## config.mk

```make
export PLATFORM = sky130hd
export DESIGN_NAME = apb4_req_bridge_flat
export DESIGN_NICKNAME = d
export VERILOG_FILES = /design/src/rtl/apb4_req_bridge_pkg.sv /design/src/rtl/apb4_req_bridge_if.sv /design/src/rtl/apb4_bridge_tmo.sv /design/src/rtl/apb4_req_bridge.sv /design/src/flat_wrapper.sv
export SDC_FILE = /design/constraint.sdc
export NUM_CORES = 1
export LEC_CHECK = 0
export BUFFER_PORTS_ARGS = -buffer_cell sky130_fd_sc_hd__clkbuf_2
export CAP_MARGIN = 10
export CORE_MARGIN = 4
export CORE_UTILIZATION = 52
export CTS_CLUSTER_SIZE = 12
export DETAILED_ROUTE_END_ITERATION = 10
export HOLD_SLACK_MARGIN = 0.03
export MAX_ROUTING_LAYER = met4
export PLACE_DENSITY = 0.81
export SLEW_MARGIN = 10
export SYNTH_ARGS = -nofsm -noshare
export SYNTH_HDL_FRONTEND = slang
export SYNTH_HIERARCHICAL = 1
export SYNTH_SLANG_ARGS = --single-unit
export TNS_END_PERCENT = 100
```

## constraint.sdc

```tcl
create_clock -name pclk -period 4.31 [get_ports pclk]
set_input_delay 0.862 -clock pclk [delete_from_list [all_inputs] [get_ports pclk]]
set_output_delay 0.862 -clock pclk [all_outputs]
set_load 0.01 [all_outputs]
```

## src/rtl/apb4_req_bridge_pkg.sv

```systemverilog
// Shared definitions for the APB4 request bridge.
// Holds the FSM encoding, the strobe width and the timeout counter sizing helper.
package apb4_req_bridge_pkg;

  localparam logic [1:0] ST_IDLE   = 2'd0;
  localparam logic [1:0] ST_SETUP  = 2'd1;
  localparam logic [1:0] ST_ACCESS = 2'd2;
  localparam logic [1:0] ST_RESP   = 2'd3;

  localparam int STRB_W          = 4;
  localparam int TIMEOUT_DEFAULT = 255;

  // A disabled timeout (0) still needs a 1-bit counter to keep the RTL legal.
  function automatic int tmo_width(input int timeout);
    return (timeout > 0) ? $clog2(timeout + 1) : 1;
  endfunction

endpackage

```

## src/rtl/apb4_req_bridge_if.sv

```systemverilog
// Request/response channel plus APB4 bus for the bridge.
// The master modport is the bridge itself; slave is the requester and peripheral side.
interface apb4_req_bridge_if #(
  parameter int ADDR_WIDTH = 32,
  parameter int DATA_WIDTH = 32
);

  logic                                    req_valid;
  logic                                    req_ready;
  logic                                    req_write;
  logic [ADDR_WIDTH-1:0]                   req_addr;
  logic [DATA_WIDTH-1:0]                   req_wdata;
  logic [apb4_req_bridge_pkg::STRB_W-1:0]  req_wstrb;
  logic                                    rsp_valid;
  logic                                    rsp_ready;
  logic [DATA_WIDTH-1:0]                   rsp_rdata;
  logic                                    rsp_err;
  logic [ADDR_WIDTH-1:0]                   paddr;
  logic [2:0]                              pprot;
  logic                                    psel;
  logic                                    penable;
  logic                                    pwrite;
  logic [DATA_WIDTH-1:0]                   pwdata;
  logic [apb4_req_bridge_pkg::STRB_W-1:0]  pstrb;
  logic                                    pready;
  logic [DATA_WIDTH-1:0]                   prdata;
  logic                                    pslverr;

  modport master (
    input  req_valid, req_write, req_addr, req_wdata, req_wstrb, rsp_ready,
           pready, prdata, pslverr,
    output req_ready, rsp_valid, rsp_rdata, rsp_err,
           paddr, pprot, psel, penable, pwrite, pwdata, pstrb
  );

  modport slave (
    output req_valid, req_write, req_addr, req_wdata, req_wstrb, rsp_ready,
           pready, prdata, pslverr,
    input  req_ready, rsp_valid, rsp_rdata, rsp_err,
           paddr, pprot, psel, penable, pwrite, pwdata, pstrb
  );

endinterface

```

## src/rtl/apb4_bridge_tmo.sv

```systemverilog
// Access-phase timeout: counts enabled cycles since clear, saturating at TIMEOUT.
// expired_o fires on the TIMEOUT-th enabled cycle; TIMEOUT=0 never expires.
module apb4_bridge_tmo
  import apb4_req_bridge_pkg::*;
#(
  parameter int TIMEOUT = TIMEOUT_DEFAULT
) (
  input  logic clk_i,
  input  logic rst_ni,
  input  logic clear_i,
  input  logic en_i,
  output logic expired_o
);

  localparam int            CW   = tmo_width(TIMEOUT);
  localparam logic [CW-1:0] LAST = CW'((TIMEOUT > 0) ? TIMEOUT - 1 : 0);
  localparam logic [CW-1:0] SAT  = CW'(TIMEOUT);

  logic [CW-1:0] cnt_q, cnt_d;

  always_comb begin
    cnt_d = cnt_q;
    if (clear_i) begin
      cnt_d = '0;
    end else if (en_i && (cnt_q != SAT)) begin
      cnt_d = cnt_q + 1'b1;
    end
  end

  always_ff @(posedge clk_i or negedge rst_ni) begin
    if (!rst_ni) begin
      cnt_q <= '0;
    end else begin
      cnt_q <= cnt_d;
    end
  end

  assign expired_o = (TIMEOUT != 0) && en_i && (cnt_q == LAST);

endmodule

```

## src/rtl/apb4_req_bridge.sv

```systemverilog
// Valid/ready register request to single APB4 transfer, one outstanding, with access timeout.
// Accept at T, SETUP T+1, ACCESS T+2.., rsp_valid the cycle after pready; req_ready only in IDLE.
module apb4_req_bridge
  import apb4_req_bridge_pkg::*;
#(
  parameter int ADDR_WIDTH = 32,
  parameter int DATA_WIDTH = 32,
  parameter int TIMEOUT    = TIMEOUT_DEFAULT
) (
  input logic              pclk,
  input logic              presetn,
  apb4_req_bridge_if.master bus
);

  localparam logic [ADDR_WIDTH-1:0] ADDR_MASK = {{(ADDR_WIDTH-2){1'b1}}, 2'b00};

  logic [1:0]            state_q, state_d;
  logic                  hold_write_q;
  logic [ADDR_WIDTH-1:0] hold_addr_q;
  logic [DATA_WIDTH-1:0] hold_wdata_q;
  logic [STRB_W-1:0]     hold_wstrb_q;
  logic [DATA_WIDTH-1:0] rsp_rdata_q, rsp_rdata_d;
  logic                  rsp_err_q, rsp_err_d;
  logic                  accept, busy, in_access, in_resp, tmo_expired;

  assign accept    = (state_q == ST_IDLE) && bus.req_valid;
  assign busy      = (state_q == ST_SETUP) || (state_q == ST_ACCESS);
  assign in_access = (state_q == ST_ACCESS);
  assign in_resp   = (state_q == ST_RESP);

  apb4_bridge_tmo #(
    .TIMEOUT (TIMEOUT)
  ) u_tmo (
    .clk_i     (pclk),
    .rst_ni    (presetn),
    .clear_i   (accept),
    .en_i      (in_access),
    .expired_o (tmo_expired)
  );

  always_comb begin
    state_d     = state_q;
    rsp_rdata_d = rsp_rdata_q;
    rsp_err_d   = rsp_err_q;
    case (state_q)
      ST_IDLE:   if (bus.req_valid) state_d = ST_SETUP;
      ST_SETUP:  state_d = ST_ACCESS;
      ST_ACCESS: begin
        // A slave answering on the expiry cycle still completes normally.
        if (bus.pready) begin
          state_d     = ST_RESP;
          rsp_rdata_d = hold_write_q ? '0 : bus.prdata;
          rsp_err_d   = bus.pslverr;
        end else if (tmo_expired) begin
          state_d     = ST_RESP;
          rsp_rdata_d = '0;
          rsp_err_d   = 1'b1;
        end
      end
      ST_RESP:   if (bus.rsp_ready) state_d = ST_IDLE;
      default:   state_d = ST_IDLE;
    endcase
  end

  always_ff @(posedge pclk or negedge presetn) begin
    if (!presetn) begin
      state_q     <= ST_IDLE;
      rsp_rdata_q <= '0;
      rsp_err_q   <= 1'b0;
    end else begin
      state_q     <= state_d;
      rsp_rdata_q <= rsp_rdata_d;
      rsp_err_q   <= rsp_err_d;
    end
  end

  always_ff @(posedge pclk or negedge presetn) begin
    if (!presetn) begin
      hold_write_q <= 1'b0;
      hold_addr_q  <= '0;
      hold_wdata_q <= '0;
      hold_wstrb_q <= '0;
    end else if (accept) begin
      hold_write_q <= bus.req_write;
      hold_addr_q  <= bus.req_addr;
      hold_wdata_q <= bus.req_wdata;
      hold_wstrb_q <= bus.req_wstrb;
    end
  end

  assign bus.req_ready = (state_q == ST_IDLE);
  assign bus.rsp_valid = in_resp;
  assign bus.rsp_rdata = in_resp ? rsp_rdata_q : '0;
  assign bus.rsp_err   = in_resp & rsp_err_q;

  assign bus.psel    = busy;
  assign bus.penable = in_access;
  assign bus.pprot   = 3'b000;
  assign bus.paddr   = busy ? (hold_addr_q & ADDR_MASK) : '0;
  assign bus.pwrite  = busy & hold_write_q;
  assign bus.pwdata  = (busy && hold_write_q) ? hold_wdata_q : '0;
  assign bus.pstrb   = (busy && hold_write_q) ? hold_wstrb_q : '0;

endmodule

```

## src/flat_wrapper.sv

```systemverilog
// flat-port wrapper written by rule: the top's interface ports become plain ports
module apb4_req_bridge_flat import apb4_req_bridge_pkg::*;
#(
  parameter int ADDR_WIDTH = 32,
  parameter int DATA_WIDTH = 32,
  parameter int TIMEOUT    = TIMEOUT_DEFAULT
)
  (pclk, presetn, bus_req_valid, bus_req_write, bus_req_addr, bus_req_wdata, bus_req_wstrb, bus_rsp_ready, bus_pready, bus_prdata, bus_pslverr, bus_req_ready, bus_rsp_valid, bus_rsp_rdata, bus_rsp_err, bus_paddr, bus_pprot, bus_psel, bus_penable, bus_pwrite, bus_pwdata, bus_pstrb);
  apb4_req_bridge_if #(.ADDR_WIDTH(ADDR_WIDTH), .DATA_WIDTH(DATA_WIDTH)) bus_i ();
  input logic pclk;
  input logic presetn;
  input wire logic [$bits(bus_i.req_valid)-1:0] bus_req_valid;
  input wire logic [$bits(bus_i.req_write)-1:0] bus_req_write;
  input wire logic [$bits(bus_i.req_addr)-1:0] bus_req_addr;
  input wire logic [$bits(bus_i.req_wdata)-1:0] bus_req_wdata;
  input wire logic [$bits(bus_i.req_wstrb)-1:0] bus_req_wstrb;
  input wire logic [$bits(bus_i.rsp_ready)-1:0] bus_rsp_ready;
  input wire logic [$bits(bus_i.pready)-1:0] bus_pready;
  input wire logic [$bits(bus_i.prdata)-1:0] bus_prdata;
  input wire logic [$bits(bus_i.pslverr)-1:0] bus_pslverr;
  output wire logic [$bits(bus_i.req_ready)-1:0] bus_req_ready;
  output wire logic [$bits(bus_i.rsp_valid)-1:0] bus_rsp_valid;
  output wire logic [$bits(bus_i.rsp_rdata)-1:0] bus_rsp_rdata;
  output wire logic [$bits(bus_i.rsp_err)-1:0] bus_rsp_err;
  output wire logic [$bits(bus_i.paddr)-1:0] bus_paddr;
  output wire logic [$bits(bus_i.pprot)-1:0] bus_pprot;
  output wire logic [$bits(bus_i.psel)-1:0] bus_psel;
  output wire logic [$bits(bus_i.penable)-1:0] bus_penable;
  output wire logic [$bits(bus_i.pwrite)-1:0] bus_pwrite;
  output wire logic [$bits(bus_i.pwdata)-1:0] bus_pwdata;
  output wire logic [$bits(bus_i.pstrb)-1:0] bus_pstrb;
  assign bus_i.req_valid = bus_req_valid;
  assign bus_i.req_write = bus_req_write;
  assign bus_i.req_addr = bus_req_addr;
  assign bus_i.req_wdata = bus_req_wdata;
  assign bus_i.req_wstrb = bus_req_wstrb;
  assign bus_i.rsp_ready = bus_rsp_ready;
  assign bus_i.pready = bus_pready;
  assign bus_i.prdata = bus_prdata;
  assign bus_i.pslverr = bus_pslverr;
  assign bus_req_ready = bus_i.req_ready;
  assign bus_rsp_valid = bus_i.rsp_valid;
  assign bus_rsp_rdata = bus_i.rsp_rdata;
  assign bus_rsp_err = bus_i.rsp_err;
  assign bus_paddr = bus_i.paddr;
  assign bus_pprot = bus_i.pprot;
  assign bus_psel = bus_i.psel;
  assign bus_penable = bus_i.penable;
  assign bus_pwrite = bus_i.pwrite;
  assign bus_pwdata = bus_i.pwdata;
  assign bus_pstrb = bus_i.pstrb;
  apb4_req_bridge #(.ADDR_WIDTH(ADDR_WIDTH), .DATA_WIDTH(DATA_WIDTH), .TIMEOUT(TIMEOUT)) u_core (.pclk(pclk), .presetn(presetn), .bus(bus_i));
endmodule
```

==> reports/results.txt <==
Port buffer count - 208
CP Class - register to output pin
R2R setup slack - 2020 ps
Worst-margin pin slew - 1108 ps
Vias in the first global route - 4132
Fin cells - 800
Status - finished clean
Latest clock arrival within the worst-skew pair - 360 ps
Synth Instances - 473
DP Worst Slack - 1645 ps
Final-stage net count - 774
CTS tree - done
Worst Hold Path EP - u_core/rsp_rdata_q[12]$_DFFE_PN0P_
Relative slew slack - 26.14%
Post-DRT Antenna Nets - 0
Vias after detailed routing - 4092
Crit path capture type - output pin
Synth Warn # - 6
Largest net degree at the start of global routing - 80
Setup TNS - 0 ps
Fin area - 6525 um^2
Post-synthesis sequential area ratio - 52.37%
Synth Cell Area - 5256 um^2
Final setup vio count - 0
Placed insts - 783
Final Core Density - 66.45%
Core outline area - 9819 um^2
Post-route worst setup slack - 1448 ps
Synth Area per Inst - 11.11 um^2
Flop and latch count out of synthesis - 110
Pwr dens - 720.7 nW/um^2
DIE WIDTH - 108.5 um
Gr ovfl total - 0
Synth top area share - 52.37%
Share of post-route cells with drive strength above 1 - 44.98%
Startpoint Class - register
CTS resizes - 0
Clock skew - 10.82 ps
Routability cong. - 0.7622
CTS Root Cell - clkbuf_8
Number of library cell types mapped by synthesis - 32
Hold Path Class - register to register
Dpl hpwl - 8.868 mm
Synth area leaders - dfrtp_1, mux2_2, and2_1
Die area - 11780 um^2
Max-slew violation count - 0
IR drop worst, VDD - 0.4458 mV
Global-route usage over all layers - 21.81%
Seq. cell area - 2753 um^2
H-Tree Depth - 3
1st-pass router iterations - 4
Global-route wire length before repair - 19.73 mm
Ys async rst share - 100.0%
# rows - 36
Reg clk slew, reported paths - 100 ps
Post-CTS setup buffer count - 0
Unrepaired setup endpoints after global routing - no
Total CTS buffers - 9
DP Area - 6299 um^2
Post-synth top area cell - dfrtp_1
EDFF count, synth - 0
Total power - 4.702 mW
Max Freq - 0.3495 GHz
DRC Markers - 0
Hold-fix buffers, CTS - 0
Clk sinks - 110
Via density - 5.115
Fillcell total - 795
Clk buf depth - 2
# IOs - 216
Tmin final - 2862 ps
Die H - 108.5 um
Antenna cells - 0
1st-iter DRT viols - 254
P_leak - 3.426 nW
Initial antenna violation count - 0
Worst r2r path cells - 7
Top_reg_cell synth - dfrtp_1
DRT Wirelength - 12.43 mm
Crit share post-route - 66.39%
Initial Util - 53.53%
Hold path cells - 2
WP data required - 3450 ps
Drt wl/cell - 15.54 um
Hold Fails Final Rpt - 0
Worst-path fanout max - 69
WP data arrival - 2000 ps
Worst flop-to-flop path startpoint - u_core/state_q[0]$_DFFE_PN0P_
WHS - 480.6 ps
Area growth, synth to finish - 24.14%
Multi-input gate area - 2281 um^2
Maxcap violations - 0
Hold Startpoint - u_core/rsp_rdata_q[12]$_DFFE_PN0P_
Critical R2R Capture - u_core/state_q[1]$_DFFE_PN0P_
state kept, by name (all words and copies together), names as in the netlist:
signal and cells:
u_core/hold_wstrb_q 4, u_core/rsp_rdata_q 32, u_core/hold_wdata_q 32, u_core/rsp_err_q 1, u_core/u_tmo/cnt_q 8, u_core/state_q 2, u_core/hold_addr_q 30, u_core/hold_write_q 1
Yosys cell counts (all sizes together) (2+ instances only):
| cell type | instances |
|---|---|
| a211oi | 4 |
| a21oi | 4 |
| and2 | 65 |
| and3 | 38 |
| and4 | 2 |
| buf | 21 |
| clkbuf | 18 |
| dfrtp | 110 |
| ha | 5 |
| inv | 8 |
| mux2 | 72 |
| nand2 | 67 |
| nand3 | 3 |
| nor2 | 7 |
| nor2b | 6 |
| nor3 | 3 |
| o21ai | 33 |
worst max path at each step:
| stage | startpoint | to | cells after the start |
|---|---|---|---|
| 6_report | u_core/state_q[0]$_DFFE_PN0P_ | bus_pwdata[25] | 5 |
| 5_1_grt | u_core/state_q[0]$_DFFE_PN0P_ | bus_pwdata[23] | 5 |
| 4_1_cts | u_core/state_q[0]$_DFFE_PN0P_ | bus_pwdata[25] | 5 |
| 3_5_place_dp | u_core/state_q[0]$_DFFE_PN0P_ | u_core/rsp_rdata_q[19]$_DFFE_PN0P_ | 8 |
| 3_3_place_gp | u_core/state_q[0]$_DFFE_PN0P_ | u_core/rsp_rdata_q[19]$_DFFE_PN0P_ | 8 |
| 2_1_floorplan | u_core/state_q[0]$_DFFE_PN0P_ | bus_paddr[31] | 5 |
report_power, final:
part           total, mW  leakage [nW]  switching [mW]  internal [mW]
Clock              0.637        0.0996           0.336          0.301
Combinational       2.23          1.96            1.15           1.08
Sequential          1.84          1.36           0.309           1.53
Total               4.70          3.43            1.79           2.91
placed cells by master (no fill, tap or decap), drive strengths merged, types with 3 or more instances in the layout:
| master | n |
|---|---|
| nand3 | 3 |
| a211oi | 4 |
| nor3 | 3 |
| dfrtp | 110 |
| and2 | 65 |
| conb | 5 |
| ha | 5 |
| inv | 8 |
| mux2 | 72 |
| buf | 6 |
| nor2b | 6 |
| a21oi | 4 |
| nand2 | 67 |
| clkbuf | 220 |
| nor2 | 7 |
| o21ai | 33 |
| and3 | 38 |
area by class of cell:
class / count / area share (%)
clock inverters: 3 / 0.6520
inverters: 8 / 0.4602
well taps: 133 / 2.550
flip-flops and latches: 110 / 42.19
multi-input cells: 320 / 34.96
repair buffers: 213 / 16.76
clock buffers: 13 / 2.435
critical path, cell delays in order, from the launching register on:
cell      delay, ps
dfrtp_1         390
inv_1            70
ha_1            280
buf_4           440
and3_1          270
clkbuf_2        150
layer usage:
metal / share of wire, % / track usage, % / up-vias
met4: 0.96 / 5.681 / 0
met2: 49 / 35.08 / 175
met5: 0 / - / -
met3: 7.8 / 4.776 / 8
met1: 42 / 28.19 / 1973
li1: - / - / 1936
kinds of logic after synthesis:
| group | share of synthesized area, % |
|---|---|
| fa+ha+maj | 1.190 |
| buf+inv | 4.880 |
| simple gates | 19.61 |
| compound gates | 5.094 |
| flops | 52.37 |
| mux | 16.78 |
| other cells | 0.07134 |
Note: power is estimated with default switching activity, not from simulation.
